**config.mk**
```make
export PLATFORM = sky130hd
export DESIGN_NAME = button_counter
export DESIGN_NICKNAME = d
export VERILOG_FILES = /design/src/rtl/button_counter.sv
export SDC_FILE = /design/constraint.sdc
export NUM_CORES = 1
export LEC_CHECK = 0
export BUFFER_PORTS_ARGS = -buffer_cell sky130_fd_sc_hd__buf_2
export CAP_MARGIN = 40
export CORE_MARGIN = 5
export CORE_UTILIZATION = 61
export CTS_CLUSTER_SIZE = 20
export DETAILED_ROUTE_END_ITERATION = 10
export PLACE_DENSITY_LB_ADDON = 0.1
export SLEW_MARGIN = 30
export SYNTH_ARGS = -nofsm -noshare
export SYNTH_HDL_FRONTEND = slang
export SYNTH_SLANG_ARGS = --single-unit
```
**constraint.sdc**
```tcl
create_clock -name clk -period 5.5 [get_ports clk]
set_input_delay 0.55 -clock clk [delete_from_list [all_inputs] [get_ports clk]]
set_output_delay 0.55 -clock clk [all_outputs]
set_load 0.01 [all_outputs]
```
**src/rtl/button_counter.sv**
```systemverilog
// Two debounced push buttons driving an 8-bit up/down counter shown on LED0..LED7.
// Each button runs through a 2-flop synchronizer and a four-state stability debouncer.

module button_debounce #(
  parameter int DEBOUNCE_CYCLES = 240000
) (
  input  logic clk,
  input  logic rst,
  input  logic sw,
  output logic press
);

  typedef enum logic [1:0] {
    RELEASED,
    WAIT_PRESS,
    PRESSED,
    WAIT_RELEASE
  } state_t;

  // The entry edge counts as the first stable sample, so the last one lands at D-1.
  localparam logic [19:0] LAST = 20'(DEBOUNCE_CYCLES - 1);

  state_t      r_state;
  state_t      w_state_nxt;
  logic        r_meta;
  logic        r_sync;
  logic [19:0] r_cnt;
  logic [19:0] w_cnt_nxt;
  logic        r_press;
  logic        w_press_nxt;

  always_ff @(posedge clk or posedge rst) begin
    if (rst) begin
      r_meta <= 1'b0;
      r_sync <= 1'b0;
    end else begin
      r_meta <= sw;
      r_sync <= r_meta;
    end
  end

  always_ff @(posedge clk or posedge rst) begin
    if (rst) begin
      r_state <= RELEASED;
      r_cnt   <= 20'd0;
      r_press <= 1'b0;
    end else begin
      r_state <= w_state_nxt;
      r_cnt   <= w_cnt_nxt;
      r_press <= w_press_nxt;
    end
  end

  always_comb begin
    w_state_nxt = r_state;
    w_cnt_nxt   = 20'd0;
    w_press_nxt = 1'b0;
    case (r_state)
      RELEASED: begin
        if (r_sync) begin
          w_state_nxt = WAIT_PRESS;
          w_cnt_nxt   = 20'd1;
        end
      end
      WAIT_PRESS: begin
        if (!r_sync) begin
          w_state_nxt = RELEASED;
        end else if (r_cnt == LAST) begin
          w_state_nxt = PRESSED;
          w_press_nxt = 1'b1;
        end else begin
          w_cnt_nxt = r_cnt + 20'd1;
        end
      end
      PRESSED: begin
        if (!r_sync) begin
          w_state_nxt = WAIT_RELEASE;
          w_cnt_nxt   = 20'd1;
        end
      end
      WAIT_RELEASE: begin
        if (r_sync) begin
          w_state_nxt = PRESSED;
        end else if (r_cnt == LAST) begin
          w_state_nxt = RELEASED;
        end else begin
          w_cnt_nxt = r_cnt + 20'd1;
        end
      end
      default: w_state_nxt = RELEASED;
    endcase
  end

  assign press = r_press;

endmodule

module button_counter #(
  parameter int DEBOUNCE_CYCLES = 240000
) (
  input  logic clk,
  input  logic rst,
  input  logic SW1,
  input  logic SW2,
  output logic LED0,
  output logic LED1,
  output logic LED2,
  output logic LED3,
  output logic LED4,
  output logic LED5,
  output logic LED6,
  output logic LED7,
  output logic press1,
  output logic press2
);

  logic       w_press1;
  logic       w_press2;
  logic [7:0] r_count;

  button_debounce #(.DEBOUNCE_CYCLES(DEBOUNCE_CYCLES)) u_deb1 (
    .clk   (clk),
    .rst   (rst),
    .sw    (SW1),
    .press (w_press1)
  );

  button_debounce #(.DEBOUNCE_CYCLES(DEBOUNCE_CYCLES)) u_deb2 (
    .clk   (clk),
    .rst   (rst),
    .sw    (SW2),
    .press (w_press2)
  );

  // Simultaneous strobes cancel; both directions wrap mod 256.
  always_ff @(posedge clk or posedge rst) begin
    if (rst) begin
      r_count <= 8'h00;
    end else if (w_press1 && !w_press2) begin
      r_count <= r_count + 8'd1;
    end else if (w_press2 && !w_press1) begin
      r_count <= r_count - 8'd1;
    end
  end

  assign press1 = w_press1;
  assign press2 = w_press2;
  assign LED0   = r_count[0];
  assign LED1   = r_count[1];
  assign LED2   = r_count[2];
  assign LED3   = r_count[3];
  assign LED4   = r_count[4];
  assign LED5   = r_count[5];
  assign LED6   = r_count[6];
  assign LED7   = r_count[7];

endmodule

```
# Yosys cells after proc, flatten, opt, wreduce, memory -nomap -nowiden
# Cells that the tools add are included.
# word_totals
ff_bits,58
output_inout_bits,10
wordCells,74
# classes
addsub,4
n_eq_ne,16
mux,34
reduce_logical,9
# op_table
operator,n
20-bit case mux with 4 select lines,2
20-bit 2-to-1 mux,6
"20-bit by 1-bit adder with 20-bit output, second input constant",2
"20-bit by 18-bit equality test with 1-bit output, second input constant",2
2-bit 2-to-1 mux,12
8-bit 2-to-1 mux,2
2-bit case mux with 4 select lines,2
1-bit 2-to-1 mux,10
"8-bit by 1-bit adder with 8-bit output, second input constant",1
"2-bit equality test, second input constant",4
4-bit AND reduction,2
"8-bit by 1-bit subtractor with 8-bit output, second input constant",1
"3-bit by 1-bit inequality test with 1-bit output, second input constant",2
"3-bit inequality test, second input constant",2
"2-bit by 1-bit equality test with 1-bit output, second input constant",2
2-bit zero test,2
"2-bit by 1-bit inequality test with 1-bit output, second input constant",2
"2-bit inequality test, second input constant",2
1-bit logical AND,2
1-bit zero test,2
2-bit nonzero test,1

# Depth between registers and ports, before layout
# logic_depth
word_depth,4
mapped_depth,8
ltp_nobuf,8

# Modules after synthesis
# Synthesis repeated with hierarchy kept, for this count alone.
# unflattened
hier_cells,302
hier_area_um2,3014.1
# modules_own_cells
mod,n_inst,cells_each,area_each_um2
button_debounce,2,118,1199.9
button_counter,1,66,614.3

# Worst setup path before layout
# No wires, ideal clock.
# synth_path
path_kind,reg-to-reg
startpoint,"reg u_deb2.r_press, in the netlist u_deb2.press"
endpoint,reg r_count[6]
setup_ns,0.087
t_arrival_ns,1.921
required_ns,5.413
path_slack_ns,3.493
path_stages_with_launch,9
n_path_buf,0
period_less_slack_ns,2.007
path_cell_list,dfrtp_1 -> inv_1 -> ha_1 -> inv_1 -> fa_1 -> a21o_1 -> a21o_1 -> a211o_1 -> o211ai_1
# synth_via
elab_chain_len,3
# synth_rtl
item,line_no,rtl
"start, declared",29,logic r_press;
"start signal, assigned",50,r_press <= w_press_nxt;
1-bit zero test,139,end else if (w_press1 && !w_press2) begin
1-bit logical AND,139,
8-bit 2-to-1 mux or 2-bit nonzero test (tied branches),--,
"end signal, assigned",140,r_count <= r_count + 8'd1;
"end signal, assigned",142,r_count <= r_count - 8'd1;
"end, declared",119,logic [7:0] r_count;
# Several ways; a longest one is shown, not always the timed one.
# A chain may end at the register's enable or synchronous reset.

# Final worst setup path
# layout_path
startpoint,"reg u_deb1.r_press, in the netlist u_deb1.press"
endpoint,reg r_count[5]
# layout_via
elab_chain_len,3
# layout_rtl
item,line_no,rtl
"start, declared",29,
"start signal, assigned",50,
1-bit zero test,141,end else if (w_press2 && !w_press1) begin
1-bit logical AND,141,
2-bit nonzero test (no source line),--,
# Several ways; a longest one is shown, not always the timed one.

==> out/metrics.json <==
{
  "synth-edff-count": {"value": 0},
  "vias_per_cell": {"value": 5.82},
  "rsz_0062_raised_after_global_routing": {"value": "no"},
  "r2r_slack": {"value": 3.32, "unit": "ns"},
  "grt_start_max_net_pins": {"value": 47},
  "globalRoute.totalOverflow": {"value": 0},
  "syn_area": {"value": 3050, "unit": "sq um"},
  "synthMostInstantiatedCell": {"value": "sky130_fd_sc_hd__dfrtp_1"},
  "timing.final.setup_violations": {"value": 0},
  "synth-seq-area-share": {"value": 47.6, "unit": "%"},
  "critPathMostFrequentCell": {"value": "sky130_fd_sc_hd__ha_1"},
  "arrival_worst_endpoint": {"value": 2.41, "unit": "ns"},
  "syn-instance-count": {"value": 304},
  "status": {"value": "completed"},
  "synth.area.top_cells": {"value": "sky130_fd_sc_hd__dfrtp_1 (48%), sky130_fd_sc_hd__xor2_1 (4.9%), sky130_fd_sc_hd__ha_1 (3.7%)"},
  "dr.first_iter.drc_count": {"value": 165},
  "worst_path_max_delay_cell": {"value": "sky130_fd_sc_hd__dfrtp_1"},
  "post_cts_hold_buffer_count": {"value": 0},
  "synth.net_count": {"value": 318},
  "detail_route.wl_per_cell": {"value": 14.7, "unit": "microns"},
  "insertion_delay": {"value": 0.33, "unit": "ns"},
  "finalCriticalPeriod": {"value": 2.18, "unit": "ns"},
  "cap_viol_max_count": {"value": 0},
  "start_kind": {"value": "flip-flop"},
  "final.setup_skew": {"value": 0.00688, "unit": "ns"},
  "post_drt_antenna_nets": {"value": 0},
  "die_width": {"value": 80.7, "unit": "microns"},
  "drc": {"value": 0},
  "worstSetupEndpointType": {"value": "flip-flop"},
  "timing.setup.critical_path_class": {"value": "reg2reg"},
  "synth.lib_cells_used.distinct": {"value": 50},
  "postRouteWirelength": {"value": 5710, "unit": "microns"},
  "crit_path_max_fanout": {"value": 8},
  "place.gp.congestion": {"value": 0.853},
  "crit-reg2reg-launch": {"value": "u_deb1.press$_DFF_PP0_"},
  "capturing_point_of_the_worst_reg2reg_path": {"value": "r_count[5]$_DFFE_PP0P_"},
  "slew-limit-headroom": {"value": 54.4, "unit": "%"},
  "synth_async_sr_flop_share": {"value": 100, "unit": "%"},
  "cts_made_buffers": {"value": 9},
  "detailed_route_via_count": {"value": 2263},
  "synth_area_leader_cell": {"value": "sky130_fd_sc_hd__dfrtp_1"},
  "count_of_standard_cell_rows": {"value": 25},
  "min_path_type": {"value": "in2async"},
  "clock-root-buffer": {"value": "sky130_fd_sc_hd__clkbuf_8"},
  "synth_top_cell_area_share": {"value": 47.6, "unit": "%"},
  "dr.pass1.iters": {"value": 4},
  "globalRouteTotalUtil": {"value": 20.4, "unit": "%"},
  "ctsHtreeMaxLevel": {"value": 3},
  "clk_pin_slew_worst_paths": {"value": 0.06, "unit": "ns"},
  "grt_first_pass_wirelength": {"value": 10300, "unit": "microns"},
  "max_slew.worst_pin.slew": {"value": 0.684, "unit": "ns"},
  "clock_sink_count": {"value": 58},
  "top_flip_flop_cell_by_instance_count_after_synthesis": {"value": "sky130_fd_sc_hd__dfrtp_1"},
  "timing.final.hold_violations": {"value": 0},
  "achievable-frequency": {"value": 459, "unit": "MHz"},
  "path_cells": {"value": "ha_1 -> inv_1 -> ha_1 -> a211oi_1 -> o21bai_1 -> o21a_1 -> o31ai_1"},
  "design.final.nets": {"value": 332},
  "syn_to_final_growth": {"value": 8.77, "unit": "%"},
  "ioPinCount": {"value": 14},
  "leading_cell_types_by_count_after_synthesis": {"value": "sky130_fd_sc_hd__dfrtp_1 (58), sky130_fd_sc_hd__nor2_1 (29), sky130_fd_sc_hd__nand2_1 (20)"},
  "die_area": {"value": 6520, "unit": "sq um"},
  "post-route-period-util": {"value": 39.6, "unit": "%"},
  "floorplan.die.height": {"value": 80.7, "unit": "microns"},
  "post_cts.resized_instances": {"value": 0},
  "grt_pass1_vias": {"value": 2202},
  "cellLeakagePower": {"value": 0.00146, "unit": "uW"},
  "cts.path.max_buffers": {"value": 2},
  "syn_area_per_cell": {"value": 10.0, "unit": "sq um"},
  "insertedDiodeCount": {"value": 0},
  "initial_antenna_violation_count": {"value": 0},
  "irDropWorstVdd": {"value": 0.197, "unit": "mV"},
  "number_of_register_bits_inferred_by_synthesis": {"value": 58},
  "yosysWarnings": {"value": 0},
  "post-cts-setup-buffers": {"value": 0},
  "num-fill-cells": {"value": 391},
  "detailed_place_hpwl": {"value": 3900, "unit": "microns"},
  "place.port_buffers": {"value": 13},
  "finish.utilization": {"value": 69.4, "unit": "%"},
  "cts_tree": {"value": "done"},
  "critPathRequiredTime": {"value": 5.73, "unit": "ns"},
  "power-per-cell-area": {"value": 240, "unit": "nW/um^2"},
  "report.final.slew_viol_count": {"value": 0},
  "timing.critical_path.slowest_cell_delay": {"value": 0.38, "unit": "ns"},
  "fin_setup_tns": {"value": 0, "unit": "ns"},
  "drive_above_1_share": {"value": 12.7, "unit": "%"},
  "worst_r2r_path_depth": {"value": 7},
  "core_area": {"value": 4790, "unit": "sq um"},
  "starting_utilization_of_the_core_area": {"value": 63.8, "unit": "%"}
}
==> through the flow <==
stage               hold WS [ns]  instance area [sq um]  worst slack [ns]  std cells  power [uW]
floorplan                  0.331                   3050              3.49        304         460
global placement           0.332                   3150              3.34        374         466
detailed placement         0.338                   3150              3.35        374         466
CTS                        0.150                   3320              3.33        389         804
global route               0.172                   3320              3.12        389         830
finish                     0.152                   3320              3.32        389         795
==> area by class of cell <==
type	instances	area (sq um)	share of cell area (%)
well taps	67	83.8	2.53
inverters	11	41.3	1.24
multi-input cells	224	1500	45.2
clock buffers	12	155	4.67
clock inverters	3	15.0	0.452
flip-flops and latches	58	1450	43.7
repair buffers	14	72.6	2.19
==> cells in the final DEF (no fill, tap or decap), types with 4 or more instances in the layout <==
master,synthesis,layout
sky130_fd_sc_hd__dfrtp_1,58,58
sky130_fd_sc_hd__and4_1,5,5
sky130_fd_sc_hd__o31ai_1,8,8
sky130_fd_sc_hd__and2_1,5,5
sky130_fd_sc_hd__a21oi_1,16,16
sky130_fd_sc_hd__a211oi_1,4,4
sky130_fd_sc_hd__nor3_1,7,7
sky130_fd_sc_hd__ha_1,9,9
sky130_fd_sc_hd__clkbuf_8,0,11
sky130_fd_sc_hd__nand3_1,12,12
sky130_fd_sc_hd__buf_2,7,13
sky130_fd_sc_hd__xnor2_1,11,11
sky130_fd_sc_hd__or4_1,6,6
sky130_fd_sc_hd__and3_1,7,7
sky130_fd_sc_hd__nor2_1,29,29
sky130_fd_sc_hd__nand2_1,20,20
sky130_fd_sc_hd__inv_1,11,10
sky130_fd_sc_hd__or3_1,4,4
sky130_fd_sc_hd__a21o_1,5,5
sky130_fd_sc_hd__nor4b_1,4,4
sky130_fd_sc_hd__o21ai_0,13,13
sky130_fd_sc_hd__nand4_1,7,7
sky130_fd_sc_hd__xor2_1,17,17
==> sequential cells by signal, indices dropped and copies added, names as in the netlist, named ones only <==
| signal | flops |
|---|---|
| u_deb1.r_cnt | 20 |
| u_deb2.r_cnt | 20 |
| r_count | 8 |
| u_deb1.press | 1 |
| u_deb1.r_meta | 1 |
| u_deb1.r_state | 1 |
| u_deb1.r_sync | 1 |
| u_deb2.press | 1 |
| u_deb2.r_meta | 1 |
| u_deb2.r_state | 1 |
| u_deb2.r_sync | 1 |
==> logic make-up after synthesis <==
kind of cell / after synthesis / share of synthesized area, %
fa+ha+maj: 10 / 4.35
simple gates: 125 / 23.5
flops: 58 / 47.6
buf+inv: 22 / 3.28
xor+xnor: 28 / 8.04
mux: 3 / 1.11
compound gates: 58 / 12.2
==> where the power goes <==
group | internal [uW] | leakage, uW | switching (uW)
Clock | 183 | 0.0000920 | 154
Sequential | 431 | 0.000792 | 4.40
Combinational | 5.88 | 0.000581 | 16.6
==> worst max-delay path, delay by kind of cell, from the launching register on <==
family,cells,cell delay [ns]
buf+inv,1,0.24
compound gates,4,0.90
fa+ha+maj,2,0.56
flops,1,0.38
==> how the worst max path moves through the flow <==
| stage | cells after the start | startpoint | to | slack (ns) |
|---|---|---|---|---|
| finish | 7 | u_deb1.press$_DFF_PP0_ | r_count[5]$_DFFE_PP0P_ | 3.32 |
| global placement | 7 | u_deb1.press$_DFF_PP0_ | r_count[5]$_DFFE_PP0P_ | 3.34 |
| CTS | 7 | u_deb1.press$_DFF_PP0_ | r_count[5]$_DFFE_PP0P_ | 3.33 |
| global route | 8 | u_deb2.press$_DFF_PP0_ | r_count[5]$_DFFE_PP0P_ | 3.12 |
| detailed placement | 7 | u_deb1.press$_DFF_PP0_ | r_count[5]$_DFFE_PP0P_ | 3.35 |
| floorplan | 8 | u_deb2.press$_DFF_PP0_ | r_count[6]$_DFFE_PP0P_ | 3.49 |
==> layer usage <==
layer	global-route usage, %	wire [microns]
met5	0	0
met4	7.60	57
met3	3.44	213
met2	31.4	2600
met1	29.2	2840
Power figures use the tool's default switching activity.
